`src/rtl/truth_table_scanner_if.sv`:
```
// rtl/truth_table_scanner_if.sv - stimulus/response and result bus between the scanner and its environment
interface truth_table_scanner_if #(
  parameter int WIDTH_IN  = 8,
  parameter int WIDTH_OUT = 3
) ();
  logic                 start;
  logic [WIDTH_IN-1:0]  vec_out;
  logic [WIDTH_OUT-1:0] resp_in;
  logic [WIDTH_OUT-1:0] exp_in;
  logic                 busy;
  logic                 done;
  logic                 pass;
  logic [WIDTH_IN:0]    err_cnt;
  logic [WIDTH_IN-1:0]  first_fail_vec;
  logic [WIDTH_OUT-1:0] first_fail_resp;

  modport master (
    output start, resp_in, exp_in,
    input  vec_out, busy, done, pass, err_cnt, first_fail_vec, first_fail_resp
  );

  modport slave (
    input  start, resp_in, exp_in,
    output vec_out, busy, done, pass, err_cnt, first_fail_vec, first_fail_resp
  );
endinterface

```
`src/rtl/truth_table_scanner.sv`:
```
// rtl/truth_table_scanner.sv - exhaustive input sweep with golden-model compare and mismatch report
// Optional: SCAN_STOP_ON_FAIL_EN ends the scan at the first mismatching vector.
module truth_table_scanner #(
  parameter int WIDTH_IN      = 8,
  parameter int WIDTH_OUT     = 3,
  parameter int SETTLE_CYCLES = 2
) (
  input  logic                  clk,
  input  logic                  rst,
  truth_table_scanner_if.slave  bus
);

  localparam int CW = (SETTLE_CYCLES > 1) ? $clog2(SETTLE_CYCLES) : 1;
  localparam logic [CW-1:0] SETTLE_LAST = CW'(SETTLE_CYCLES - 1);

  localparam logic [1:0] IDLE    = 2'd0;
  localparam logic [1:0] SETTLE  = 2'd1;
  localparam logic [1:0] COMPARE = 2'd2;
  localparam logic [1:0] DONE    = 2'd3;

  logic [1:0]           state;
  logic [CW-1:0]        settle_cnt;
  logic [WIDTH_IN-1:0]  vec_q;
  logic                 busy_q;
  logic                 done_q;
  logic                 pass_q;
  logic [WIDTH_IN:0]    err_q;
  logic [WIDTH_IN-1:0]  ffv_q;
  logic [WIDTH_OUT-1:0] ffr_q;

  logic                 mismatch;
  logic                 last_vec;
  logic                 stop;
  logic [WIDTH_IN:0]    err_next;

  assign mismatch = (bus.resp_in != bus.exp_in);
  assign last_vec = &vec_q;
  assign err_next = err_q + {{WIDTH_IN{1'b0}}, mismatch};

`ifdef SCAN_STOP_ON_FAIL_EN
  // Only the first mismatch is ever seen, so stopping on any mismatch is stopping on the first.
  assign stop = last_vec | mismatch;
`else
  assign stop = last_vec;
`endif

  always_ff @(posedge clk) begin
    if (rst) begin
      state      <= IDLE;
      settle_cnt <= '0;
      vec_q      <= '0;
      busy_q     <= 1'b0;
      done_q     <= 1'b0;
      pass_q     <= 1'b0;
      err_q      <= '0;
      ffv_q      <= '0;
      ffr_q      <= '0;
    end else begin
      case (state)
        IDLE, DONE: begin
          // DONE holds results until a new launch; start is ignored while busy.
          if (bus.start) begin
            state      <= SETTLE;
            settle_cnt <= '0;
            vec_q      <= '0;
            busy_q     <= 1'b1;
            done_q     <= 1'b0;
            pass_q     <= 1'b0;
            err_q      <= '0;
            ffv_q      <= '0;
            ffr_q      <= '0;
          end
        end
        SETTLE: begin
          if (settle_cnt == SETTLE_LAST) begin
            state <= COMPARE;
          end else begin
            settle_cnt <= settle_cnt + CW'(1);
          end
        end
        COMPARE: begin
          err_q <= err_next;
          if (mismatch && (err_q == '0)) begin
            ffv_q <= vec_q;
            ffr_q <= bus.resp_in;
          end
          if (stop) begin
            state  <= DONE;
            busy_q <= 1'b0;
            done_q <= 1'b1;
            pass_q <= (err_next == '0);
          end else begin
            state      <= SETTLE;
            vec_q      <= vec_q + WIDTH_IN'(1);
            settle_cnt <= '0;
          end
        end
        default: state <= IDLE;
      endcase
    end
  end

  assign bus.vec_out         = vec_q;
  assign bus.busy            = busy_q;
  assign bus.done            = done_q;
  assign bus.pass            = pass_q;
  assign bus.err_cnt         = err_q;
  assign bus.first_fail_vec  = ffv_q;
  assign bus.first_fail_resp = ffr_q;

endmodule

```
`src/flat_wrapper.sv`:
```
// flat-port wrapper written by rule: the top's interface ports become plain ports
module truth_table_scanner_flat 
#(
  parameter int WIDTH_IN      = 8,
  parameter int WIDTH_OUT     = 3,
  parameter int SETTLE_CYCLES = 2
)
  (clk, rst, bus_start, bus_resp_in, bus_exp_in, bus_vec_out, bus_busy, bus_done, bus_pass, bus_err_cnt, bus_first_fail_vec, bus_first_fail_resp);
  truth_table_scanner_if #(.WIDTH_IN(WIDTH_IN), .WIDTH_OUT(WIDTH_OUT)) bus_i ();
  input  logic clk;
  input  logic rst;
  input wire logic [$bits(bus_i.start)-1:0] bus_start;
  input wire logic [$bits(bus_i.resp_in)-1:0] bus_resp_in;
  input wire logic [$bits(bus_i.exp_in)-1:0] bus_exp_in;
  output wire logic [$bits(bus_i.vec_out)-1:0] bus_vec_out;
  output wire logic [$bits(bus_i.busy)-1:0] bus_busy;
  output wire logic [$bits(bus_i.done)-1:0] bus_done;
  output wire logic [$bits(bus_i.pass)-1:0] bus_pass;
  output wire logic [$bits(bus_i.err_cnt)-1:0] bus_err_cnt;
  output wire logic [$bits(bus_i.first_fail_vec)-1:0] bus_first_fail_vec;
  output wire logic [$bits(bus_i.first_fail_resp)-1:0] bus_first_fail_resp;
  assign bus_i.start = bus_start;
  assign bus_i.resp_in = bus_resp_in;
  assign bus_i.exp_in = bus_exp_in;
  assign bus_vec_out = bus_i.vec_out;
  assign bus_busy = bus_i.busy;
  assign bus_done = bus_i.done;
  assign bus_pass = bus_i.pass;
  assign bus_err_cnt = bus_i.err_cnt;
  assign bus_first_fail_vec = bus_i.first_fail_vec;
  assign bus_first_fail_resp = bus_i.first_fail_resp;
  truth_table_scanner #(.WIDTH_IN(WIDTH_IN), .WIDTH_OUT(WIDTH_OUT), .SETTLE_CYCLES(SETTLE_CYCLES)) u_core (.clk(clk), .rst(rst), .bus(bus_i));
endmodule
```
`config.mk`:
```
export PLATFORM = sky130hd
export DESIGN_NAME = truth_table_scanner_flat
export DESIGN_NICKNAME = d
export VERILOG_FILES = /design/src/rtl/truth_table_scanner_if.sv /design/src/rtl/truth_table_scanner.sv /design/src/flat_wrapper.sv
export SDC_FILE = /design/constraint.sdc
export NUM_CORES = 1
export LEC_CHECK = 0
export ABC_AREA = 0
export CAP_MARGIN = 20
export CORE_MARGIN = 5
export CORE_UTILIZATION = 50
export CTS_BUF_LIST = sky130_fd_sc_hd__clkbuf_16
export CTS_CLUSTER_SIZE = 12
export DETAILED_ROUTE_END_ITERATION = 10
export PLACE_DENSITY = 0.86
export SLEW_MARGIN = 5
export SYNTH_ARGS = -nofsm -noshare
export SYNTH_HDL_FRONTEND = slang
export SYNTH_SLANG_ARGS = --single-unit
```
`constraint.sdc`:
```
create_clock -name clk -period 3.7 [get_ports clk]
set_clock_uncertainty 0.15 [all_clocks]
set_input_delay 0.925 -clock clk [delete_from_list [all_inputs] [get_ports clk]]
set_output_delay 0.925 -clock clk [all_outputs]
set_load 0.01 [all_outputs]
```
==> results of run 1 <==
[state kept, by name, indices dropped and copies added, names as in the netlist]
signal / flops
u_core.bus.busy: 1
u_core.bus.done: 1
u_core.bus.err_cnt: 9
u_core.bus.first_fail_resp: 3
u_core.bus.first_fail_vec: 8
u_core.bus.pass: 1
u_core.bus.vec_out: 8
u_core.settle_cnt: 1
u_core.state: 2
[cell type report]
type	count	area, µm²	share of cell area, %
Multi-Input combinational cell	143	911	41.1
Tap cell	46	57.6	2.60
Clock buffer	5	125	5.65
Clock inverter	3	16.3	0.734
Inverter	7	26.3	1.19
Timing Repair Buffer	40	398	18.0
Sequential cell	34	681	30.7
[metal layers]
metal	share of wire (%)	GRT usage (%)	up-vias	routed length, µm
met2	44	29.0	65	1800
met1	45	25.8	740	1850
met3	8.2	5.42	6	333
met5	0	0	-	0
li1	-	-	778	-
met4	2.3	9.18	0	93
[worst max-delay path by stage]
stage / startpoint / to / cells after the start / slack, ps
3_5_place_dp: bus_resp_in[1] / u_core.bus.pass / 9 / 530
5_1_grt: bus_resp_in[1] / u_core.bus.err_cnt[4] / 8 / 650
6_report: bus_resp_in[1] / u_core.bus.pass / 10 / 790
2_1_floorplan: bus_resp_in[2] / u_core.bus.err_cnt[4] / 7 / 1220
4_1_cts: bus_resp_in[1] / u_core.bus.pass / 9 / 800
3_3_place_gp: bus_resp_in[2] / u_core.bus.err_cnt[4] / 8 / 620
[cells by family (layout without fill, tap and decap cells)]
logic type | Yosys count | after routing | synth area share [%]
buf+inv | 17 | 55 | 5.36
mux | 3 | 3 | 1.86
flops | 34 | 34 | 40.5
compound gates | 50 | 50 | 20.6
xor+xnor | 10 | 10 | 5.21
simple gates | 74 | 74 | 22.0
fa+ha+maj | 6 | 6 | 4.46
[cells in the mapped netlist, drive strengths merged, types with 3 or more instances]
library cell / number
nand2: 10
inv: 7
nand3: 7
dfxtp: 34
nand4: 4
buf: 8
xnor2: 8
ha: 6
o21ai: 6
nor2: 27
a22oi: 3
a22o: 11
a21oi: 14
nor3: 14
a31oi: 4
[power by group]
group	leakage [nW]	internal [mW]	switching, mW
combinational	0.440	0.0369	0.0509
clock	0.0672	0.245	0.145
sequential	0.274	0.372	0.00477
total	0.782	0.654	0.201
[through the flow]
step | cell area (µm²) | std cells | utilization [%] | setup slack, ps | total power, mW
after floorplan | 1680 | 194 | - | 1220 | 0.448
after global placement | 2070 | 270 | 63.1 | 624 | 0.469
after detailed placement | 2070 | 270 | 63.1 | 526 | 0.471
after CTS | 2210 | 278 | 67.4 | 798 | 0.860
after global routing | 2210 | 278 | 67.4 | 653 | 0.888
final | 2210 | 278 | 67.4 | 792 | 0.855
[critical path: stages]
cell,delay (ps)
clkdlybuf4s50_1,450
xnor2_1,200
nand3_1,160
ha_1,250
ha_1,260
nand2_1,160
nand3b_1,90
a21oi_1,170
a21oi_1,60
o31ai_1,220
==> flow_metrics.env, run 1 <==
export IMPL_ctsHoldBuffers=0
export IMPL_mappedNetlistArea_um2=1680
export IMPL_fp_coreArea_um2=3280
export IMPL_final_max_slew_viol_count=0
export IMPL_clock_latency_ps=270
export IMPL_rr_startpoint="u_core.bus.err_cnt[2]"
export IMPL_outcome="complete, no violations"
export IMPL_yosys_top_cells_area="dfxtp_1 40%, nor2_1 6.0%, a22o_1 5.7%"
export IMPL_root_buffer="clkbuf_16"
export IMPL_synthToLayoutAreaGrowth_pct=31.7
export IMPL_reg2reg_to="u_core.bus.first_fail_vec[4]"
export IMPL_arrival_ps=2950
export IMPL_fp_dieW_um=68.0
export IMPL_rows=21
export IMPL_synth_seq_cells=34
export IMPL_holdWs_ps=328
export IMPL_cts_tree="built"
export IMPL_critPathKind="primary input to flip-flop"
export IMPL_detail_route_first_pass_iterations=4
export IMPL_grt_max_degree=13
export IMPL_synth_area_per_cell_um2=8.67
export IMPL_worst_pin_slew_ps=687
export IMPL_finalCritPeriodShare_pct=78.6
export IMPL_fin_setup_tns_ps=0
export IMPL_grt_pass1_wl_um=6710
export IMPL_detailed_place_hpwl_um=2920
export IMPL_power_leakage_nw=0.782
export IMPL_r2r_cells=5
export IMPL_gp_congestion=0.869
export IMPL_worstPathRequired_ps=3740
export IMPL_htree_num_levels=2
export IMPL_start_util_pct=51.2
export IMPL_final_common_cell="clkdlybuf4s50_1"
export IMPL_ir_worst_vdd_uv=299
export IMPL_post_cts_buffers=0
export IMPL_drtIter0Drc=105
export IMPL_vias=1589
export IMPL_fin_crit_ps=2910
export IMPL_synthFlopType="dfxtp_1"
export IMPL_syn_inst=194
export IMPL_yosysTopAreaCell="dfxtp_1"
export IMPL_yosysTopAreaCellShare_pct=40.5
export IMPL_cp_end_kind="flip-flop"
export IMPL_vias_per_cell=5.72
export IMPL_setup_viol=0
export IMPL_ant_nets=0
export IMPL_antenna_found_initial=0
export IMPL_clkSinkCount=34
export IMPL_fmax_mhz=344
export IMPL_worstHoldEndpoint="u_core.bus.first_fail_resp[2]"
export IMPL_synth_edf_count=0
export IMPL_r2r_slack_ps=1400
export IMPL_mostFrequentLayoutCells="39 x clkdlybuf4s50_1, 34 x dfxtp_1, 27 x nor2_1"
export IMPL_power_density_nw_per_um2=386
export IMPL_clkSlewWorstSetupHoldPaths_ps=50
export IMPL_ioPinCount=40
export IMPL_port_buffers=39
export IMPL_final_layout_size_suffix_gt1_share_pct=6.47
export IMPL_synth_nets=209
export IMPL_cts_made_buffers=5
export IMPL_grt_usage_pct=19.4
export IMPL_hp_class="flip-flop to flip-flop"
export IMPL_nNetsFinal=246
export IMPL_finalHoldViolations=0
export IMPL_die_h_um=68.0
export IMPL_seq_area_frac_synth_pct=40.5
export IMPL_hold_depth=1
export IMPL_num_fill_cells=276
export IMPL_totalWireLength_um=4070
export IMPL_fp_dieArea_um2=4620
export IMPL_post_cts_resized=0
export IMPL_maxCapViolCount=0
export IMPL_hold_path_startpoint="u_core.bus.first_fail_resp[2]"
export IMPL_ys_types=45
export IMPL_crit_fanout=7
export IMPL_synthArstFlopShare_pct=0
export IMPL_clockBufferDepth=2
export IMPL_grt_pass1_vias=1406
export IMPL_maxSlewHeadroom_pct=54.0
export IMPL_diodes=0
export IMPL_drc_errors=0
export IMPL_overflow=0
export IMPL_yosys_warnings=0
export IMPL_grt_setup_unrepaired="no"
export IMPL_start_kind="primary input"
export IMPL_wire_per_inst_um=14.6
Power figures use the tool's default switching activity.
==> inputs of run 2 (changes only) <==
--- a/config.mk
+++ b/config.mk
@@ -8,11 +8,11 @@
 export ABC_AREA = 0
 export CAP_MARGIN = 20
 export CORE_MARGIN = 5
-export CORE_UTILIZATION = 50
+export CORE_UTILIZATION = 44
 export CTS_BUF_LIST = sky130_fd_sc_hd__clkbuf_16
 export CTS_CLUSTER_SIZE = 12
 export DETAILED_ROUTE_END_ITERATION = 10
-export PLACE_DENSITY = 0.86
+export PLACE_DENSITY = 0.81
 export SLEW_MARGIN = 5
 export SYNTH_ARGS = -nofsm -noshare
 export SYNTH_HDL_FRONTEND = slang
==> constraint.sdc (replaced) <==
create_clock -name clk -period 2.55 [get_ports clk]
set_clock_uncertainty 0.15 [all_clocks]
set_input_delay 0.6375 -clock clk [delete_from_list [all_inputs] [get_ports clk]]
set_output_delay 0.6375 -clock clk [all_outputs]
set_load 0.01 [all_outputs]
==> run 2 against run 1 <==
- combinational power grew 74%
- non-clock buffer count grew 18
- via count grew 3.7%
- worst setup slack lost 740 ps
- total power grew 63%
- largest cell class unchanged
- utilization shrank 2.1 points
- first-iteration DRC count grew 25%
- hold slack lost 3.2 ps
- sequential share of layout area shrank 2.5 points
- critical endpoint unchanged
- sequential cell count is the same
- sequential power grew 45%
==> flow_metrics.env, run 2 (synthesis results as in run 1) <==
export IMPL_outcome="complete, no violations"
export IMPL_fmax_mhz=401
export IMPL_cts_tree="built"
export IMPL_fp_dieArea_um2=5160
export IMPL_clkSlewWorstSetupHoldPaths_ps=60
export IMPL_ir_worst_vdd_uv=303
export IMPL_nNetsFinal=264
export IMPL_cts_made_buffers=5
export IMPL_port_buffers=39
export IMPL_clock_latency_ps=280
export IMPL_drc_errors=0
export IMPL_crit_fanout=4
export IMPL_maxSlewHeadroom_pct=55.8
export IMPL_worstPathRequired_ps=2590
export IMPL_worstPathCellList="clkdlybuf4s50_1, xnor2_1, nand3_1, ha_2, ha_2, nand2_2, nand3b_1, a21oi_2, a21oi_1, o31ai_1"
export IMPL_hold_depth=1
export IMPL_arrival_ps=2540
export IMPL_clkSinkCount=34
export IMPL_drtIter0Drc=131
export IMPL_num_fill_cells=315
export IMPL_gp_congestion=0.898
export IMPL_ioPinCount=40
export IMPL_clockBufferDepth=2
export IMPL_diodes=0
export IMPL_htree_num_levels=2
export IMPL_largest_register_ffs=9
export IMPL_final_layout_size_suffix_gt1_share_pct=15.2
export IMPL_totalWireLength_um=4490
export IMPL_grt_pass1_vias=1517
export IMPL_fin_crit_ps=2490
export IMPL_synthToLayoutAreaGrowth_pct=43.4
export IMPL_final_max_slew_viol_count=0
export IMPL_power_leakage_nw=0.887
export IMPL_detailed_place_hpwl_um=3230
export IMPL_die_h_um=71.8
export IMPL_crit_path_frequent_cell="ha_2"
export IMPL_grt_pass1_wl_um=7370
export IMPL_rows=22
export IMPL_worst_pin_slew_ps=660
export IMPL_cp_end_kind="flip-flop"
export IMPL_mostFrequentLayoutCells="38 x clkdlybuf4s50_1, 34 x dfxtp_1, 27 x nor2_1"
export IMPL_root_buffer="clkbuf_16"
export IMPL_wire_per_inst_um=15.1
export IMPL_vias_per_cell=5.53
export IMPL_vias=1647
export IMPL_grt_setup_unrepaired="yes"
export IMPL_detail_route_first_pass_iterations=4
export IMPL_start_util_pct=45.6
export IMPL_finalHoldViolations=0
export IMPL_start_kind="primary input"
export IMPL_overflow=0
export IMPL_hp_class="flip-flop to flip-flop"
export IMPL_fin_setup_tns_ps=0
export IMPL_crit_slowest_cell="clkdlybuf4s50_1"
export IMPL_final_common_cell="clkdlybuf4s50_1"
export IMPL_maxCapViolCount=0
export IMPL_slowest_delay_ps=500
export IMPL_antenna_found_initial=0
export IMPL_ant_nets=0
export IMPL_finalCritPeriodShare_pct=97.8
export IMPL_grt_usage_pct=18.4
export IMPL_power_density_nw_per_um2=577
export IMPL_dp_cells=289
export IMPL_fp_coreArea_um2=3690
export IMPL_fp_dieW_um=71.8
export IMPL_r2r_cells=5
export IMPL_setup_viol=0
export IMPL_instances_no_fill=298
export IMPL_critPathKind="primary input to flip-flop"
export IMPL_grt_max_degree=13
==> run 2: path summary, 6_finish.rpt <==
| kind | start | slack (ps) | end |
|---|---|---|---|
| setup / recovery | bus_resp_in[0] | 60 | u_core.bus.pass |
| hold / removal | u_core.bus.first_fail_vec[4] | 320 | u_core.bus.first_fail_vec[4] |
| setup reg to reg | u_core.bus.err_cnt[4] | 330 | u_core.bus.first_fail_vec[6] |
| hold reg to reg | u_core.bus.first_fail_vec[4] | 320 | u_core.bus.first_fail_vec[4] |
==> run 2: area by class of cell <==
cell class,count,area [µm²],share of cell area [%]
tap,48,60.1,2.49
clock inverter,3,45.0,1.87
multi-input combinational,143,926,38.4
inverter,7,26.3,1.09
clock buffer,5,125,5.19
sequential,34,681,28.2
timing repair buffer,58,548,22.7
==> run 2: power breakdown <==
part | internal, mW | switching [mW] | total (mW)
combinational | 0.0734 | 0.0797 | 0.153
sequential | 0.539 | 0.00672 | 0.546
clock | 0.460 | 0.231 | 0.691
total | 1.07 | 0.317 | 1.39
==> run 2: layer usage <==
layer	share of wire, %	global-route usage (%)	vias to the layer above
li1	-	-	813
met1	45	23.9	758
met2	46	28.3	67
met3	7.3	5.47	9
met4	2.0	7.93	0
met5	0	0	-
==> run 2: worst max-delay path: cells and delay by family <==
kind / cells / cell delay [ps]
compound gates: 3 / 500
xor+xnor: 1 / 130
fa+ha+maj: 2 / 420
buf+inv: 1 / 500
simple gates: 3 / 350
==> run 2: metrics by stage <==
stage / hold WS (ps) / util [%] / cell area, µm² / power (mW) / worst slack, ps
floorplan: 333 / - / 1680 / 0.650 / 357
global placement: 301 / 60.1 / 2220 / 0.704 / -208
detailed placement: 318 / 60.1 / 2220 / 0.706 / -333
CTS: 333 / 65.0 / 2400 / 1.40 / 13.2
global route: 347 / 65.4 / 2410 / 1.44 / -51.7
finish: 325 / 65.4 / 2410 / 1.39 / 55.2
==> run 2: repair_timing <==
item,CTS,global route
pin swaps,1,4
buffers inserted,1,0
setup endpoints to repair,1,3
hold buffers,0,0
gates cloned,0,0
gates resized for setup,1,5
==> inputs of run 3 (changes only) <==
--- a/config.mk
+++ b/config.mk
@@ -5,14 +5,14 @@
 export SDC_FILE = /design/constraint.sdc
 export NUM_CORES = 1
 export LEC_CHECK = 0
-export ABC_AREA = 0
+export ABC_AREA = 1
 export CAP_MARGIN = 20
 export CORE_MARGIN = 5
-export CORE_UTILIZATION = 44
+export CORE_UTILIZATION = 50
 export CTS_BUF_LIST = sky130_fd_sc_hd__clkbuf_16
 export CTS_CLUSTER_SIZE = 12
 export DETAILED_ROUTE_END_ITERATION = 10
-export PLACE_DENSITY = 0.81
+export PLACE_DENSITY = 0.86
 export SLEW_MARGIN = 5
 export SYNTH_ARGS = -nofsm -noshare
 export SYNTH_HDL_FRONTEND = slang
==> constraint.sdc (replaced) <==
create_clock -name clk -period 2.7 [get_ports clk]
set_clock_uncertainty 0.15 [all_clocks]
set_input_delay 0.675 -clock clk [delete_from_list [all_inputs] [get_ports clk]]
set_output_delay 0.675 -clock clk [all_outputs]
set_load 0.01 [all_outputs]
==> run 3 against run 2 <==
- clock-buffer cell count unchanged
- worst setup slack improved by 140 ps
- first-iteration DRC count decreased by 30%
- clock power decreased by 5.9%
- critical endpoint unchanged
- final area increased by 0.52%
- highest routed layer unchanged
==> flow_metrics.env, run 3 <==
export IMPL_crit_path_frequent_cell="nand2_1"
export IMPL_instances_no_fill=363
export IMPL_grt_max_degree=15
export IMPL_holdWs_ps=307
export IMPL_gp_congestion=0.899
export IMPL_clkSlewWorstSetupHoldPaths_ps=60
export IMPL_overflow=0
export IMPL_fin_crit_ps=2500
export IMPL_crit_slowest_cell="clkdlybuf4s50_1"
export IMPL_grt_pass1_wl_um=6970
export IMPL_ioPinCount=40
export IMPL_power_leakage_nw=0.928
export IMPL_hp_class="flip-flop to flip-flop"
export IMPL_crit_fanout=3
export IMPL_slowest_delay_ps=500
export IMPL_synth_seq_cells=34
export IMPL_grt_pass1_vias=1587
export IMPL_power_switching_mw=0.362
export IMPL_port_buffers=39
export IMPL_grt_usage_pct=17.5
export IMPL_syn_inst=269
export IMPL_yosysTopAreaCellShare_pct=38.5
export IMPL_mappedNetlistArea_um2=1770
export IMPL_post_cts_buffers=0
export IMPL_dp_slack_ps=-142
export IMPL_mostFrequentLayoutCells="91 x nand2_1, 39 x clkdlybuf4s50_1, 34 x dfxtp_1"
export IMPL_start_kind="primary input"
export IMPL_synth_common_cells="91 x nand2_1, 34 x dfxtp_1, 32 x a21oi_1"
export IMPL_final_max_slew_viol_count=0
export IMPL_worstPathCellList="clkdlybuf4s50_1, inv_1, nand2_1, nand2_1, nand3_1, ha_2, ha_2, nand3_4, nor2_4, nand2_1, nand2_1, nand2_1, nor2_1, nand2_1, a21oi_1"
export IMPL_synthArstFlopShare_pct=0
export IMPL_outcome="complete, no violations"
export IMPL_yosysTopAreaCell="dfxtp_1"
export IMPL_detail_route_first_pass_iterations=5
export IMPL_fp_coreArea_um2=3390
export IMPL_clockPowerShare_pct=46.4
export IMPL_dpl_cell_area_um2=2230
export IMPL_htree_num_levels=2
export IMPL_synthMostInstantiatedCell="nand2_1"
export IMPL_die_h_um=69.5
export IMPL_p_total_mw=1.40
export IMPL_synthToLayoutAreaGrowth_pct=37.0
export IMPL_fin_ws_ps=199
export IMPL_yosys_warnings=0
export IMPL_synthFlopType="dfxtp_1"
export IMPL_clkSinkCount=34
export IMPL_maxSlewHeadroom_pct=67.7
export IMPL_setup_viol=0
export IMPL_worstPathRequired_ps=2760
export IMPL_fmax_mhz=400
export IMPL_yosys_top_cells_area="dfxtp_1 38%, nand2_1 19%, a21oi_1 9.1%"
export IMPL_drc_errors=0
export IMPL_wire_per_inst_um=11.8
export IMPL_synth_edf_count=0
export IMPL_start_util_pct=52.2
export IMPL_fp_dieArea_um2=4830
export IMPL_finalHoldViolations=0
export IMPL_totalWireLength_um=4280
export IMPL_drtIter0Drc=92
export IMPL_clockBufferDepth=2
export IMPL_combPwrFrac_pct=15.3
export IMPL_ant_nets=0
export IMPL_power_density_nw_per_um2=579
export IMPL_synth_area_per_cell_um2=6.58
export IMPL_fp_dieW_um=69.5
export IMPL_fin_setup_tns_ps=0
export IMPL_detailed_place_hpwl_um=3040
export IMPL_pwr_share_seq_pct=38.3
export IMPL_vias=1783
export IMPL_p_sw_share_pct=25.8
export IMPL_intPower_mw=1.04
export IMPL_cts_made_buffers=5
export IMPL_synth_nets=284
export IMPL_worst_pin_slew_ps=483
export IMPL_ys_types=25
export IMPL_final_area_um2=2420
export IMPL_rows=21
export IMPL_cts_tree="built"
export IMPL_num_fill_cells=259
export IMPL_arrival_ps=2560
export IMPL_maxCapViolCount=0
export IMPL_clock_latency_ps=280
export IMPL_r2r_slack_ps=740
export IMPL_cp_end_kind="flip-flop"
export IMPL_largest_register_ffs=9
export IMPL_final_util_pct=71.5
export IMPL_critPathKind="primary input to flip-flop"
export IMPL_antenna_found_initial=0
export IMPL_finalCritPeriodShare_pct=92.6
export IMPL_final_layout_size_suffix_gt1_share_pct=9.78
export IMPL_nNetsFinal=331
export IMPL_diodes=0
export IMPL_root_buffer="clkbuf_16"
export IMPL_grt_setup_unrepaired="no"
export IMPL_dp_cells=355
export IMPL_final_common_cell="nand2_1"
export IMPL_ir_worst_vdd_uv=444
export IMPL_ctsHoldBuffers=0
export IMPL_seq_area_frac_synth_pct=38.5
export IMPL_vias_per_cell=4.91
export IMPL_post_cts_resized=0
[run 3: cell types whose count changed in the layout (fill, tap and decap cells not counted), moves of 3 or more]
cell,before,now
nand4_1,4,0
xnor2_1,8,1
nor3_1,12,1
a31oi_1,4,0
inv_1,6,31
a22oi_1,3,0
nand2_2,1,4
nand2_1,9,91
nand3_1,7,15
buf_4,18,5
a22o_1,11,0
a21oi_1,13,32
[run 3: layout make-up]
class / count / area, µm² / area share [%]
repair buffers: 44 / 428 / 17.7
clock buffers: 5 / 125 / 5.16
well taps: 46 / 57.6 / 2.37
flip-flops and latches: 34 / 681 / 28.1
inverters: 36 / 136 / 5.63
multi-input cells: 195 / 951 / 39.2
clock inverters: 3 / 45.0 / 1.86
[run 3: worst paths after layout]
check,startpoint,end,depth (start not counted)
worst max-delay path,bus_resp_in[2],u_core.bus.pass,15
worst min-delay path,u_core.bus.done,u_core.bus.done,2
worst max register to register,u_core.state[0],u_core.bus.first_fail_resp[0],8
worst min register to register,u_core.bus.done,u_core.bus.done,2
[run 3: worst max-delay path: cells and delay by family]
family          cells  cell delay, ps
simple gates       10             800
buf+inv             2             550
fa+ha+maj           2             420
compound gates      1             120
[run 3: cells by family after synthesis]
family | Yosys count | share of synthesized area [%]
simple gates | 146 | 34.9
compound gates | 41 | 12.2
buf+inv | 40 | 9.19
flops | 34 | 38.5
fa+ha+maj | 6 | 4.24
xor+xnor | 2 | 0.990
[run 3: power by group through the flow]
stage | clock (mW) | combinational [mW] | sequential (mW)
after floorplan | 0 | 0.150 | 0.551
after global placement | 0 | 0.210 | 0.546
after detailed placement | 0 | 0.214 | 0.548
after CTS | 0.658 | 0.215 | 0.537
after global routing | 0.676 | 0.246 | 0.540
final | 0.650 | 0.215 | 0.537
[run 3: per-layer routing]
metal	global-route usage [%]	share of wire, %	vias to the layer above
met3	5.65	5.9	9
met4	7.81	2.1	0
met2	28.2	45	59
met5	0	0	-
met1	21.2	47	774
li1	-	-	941
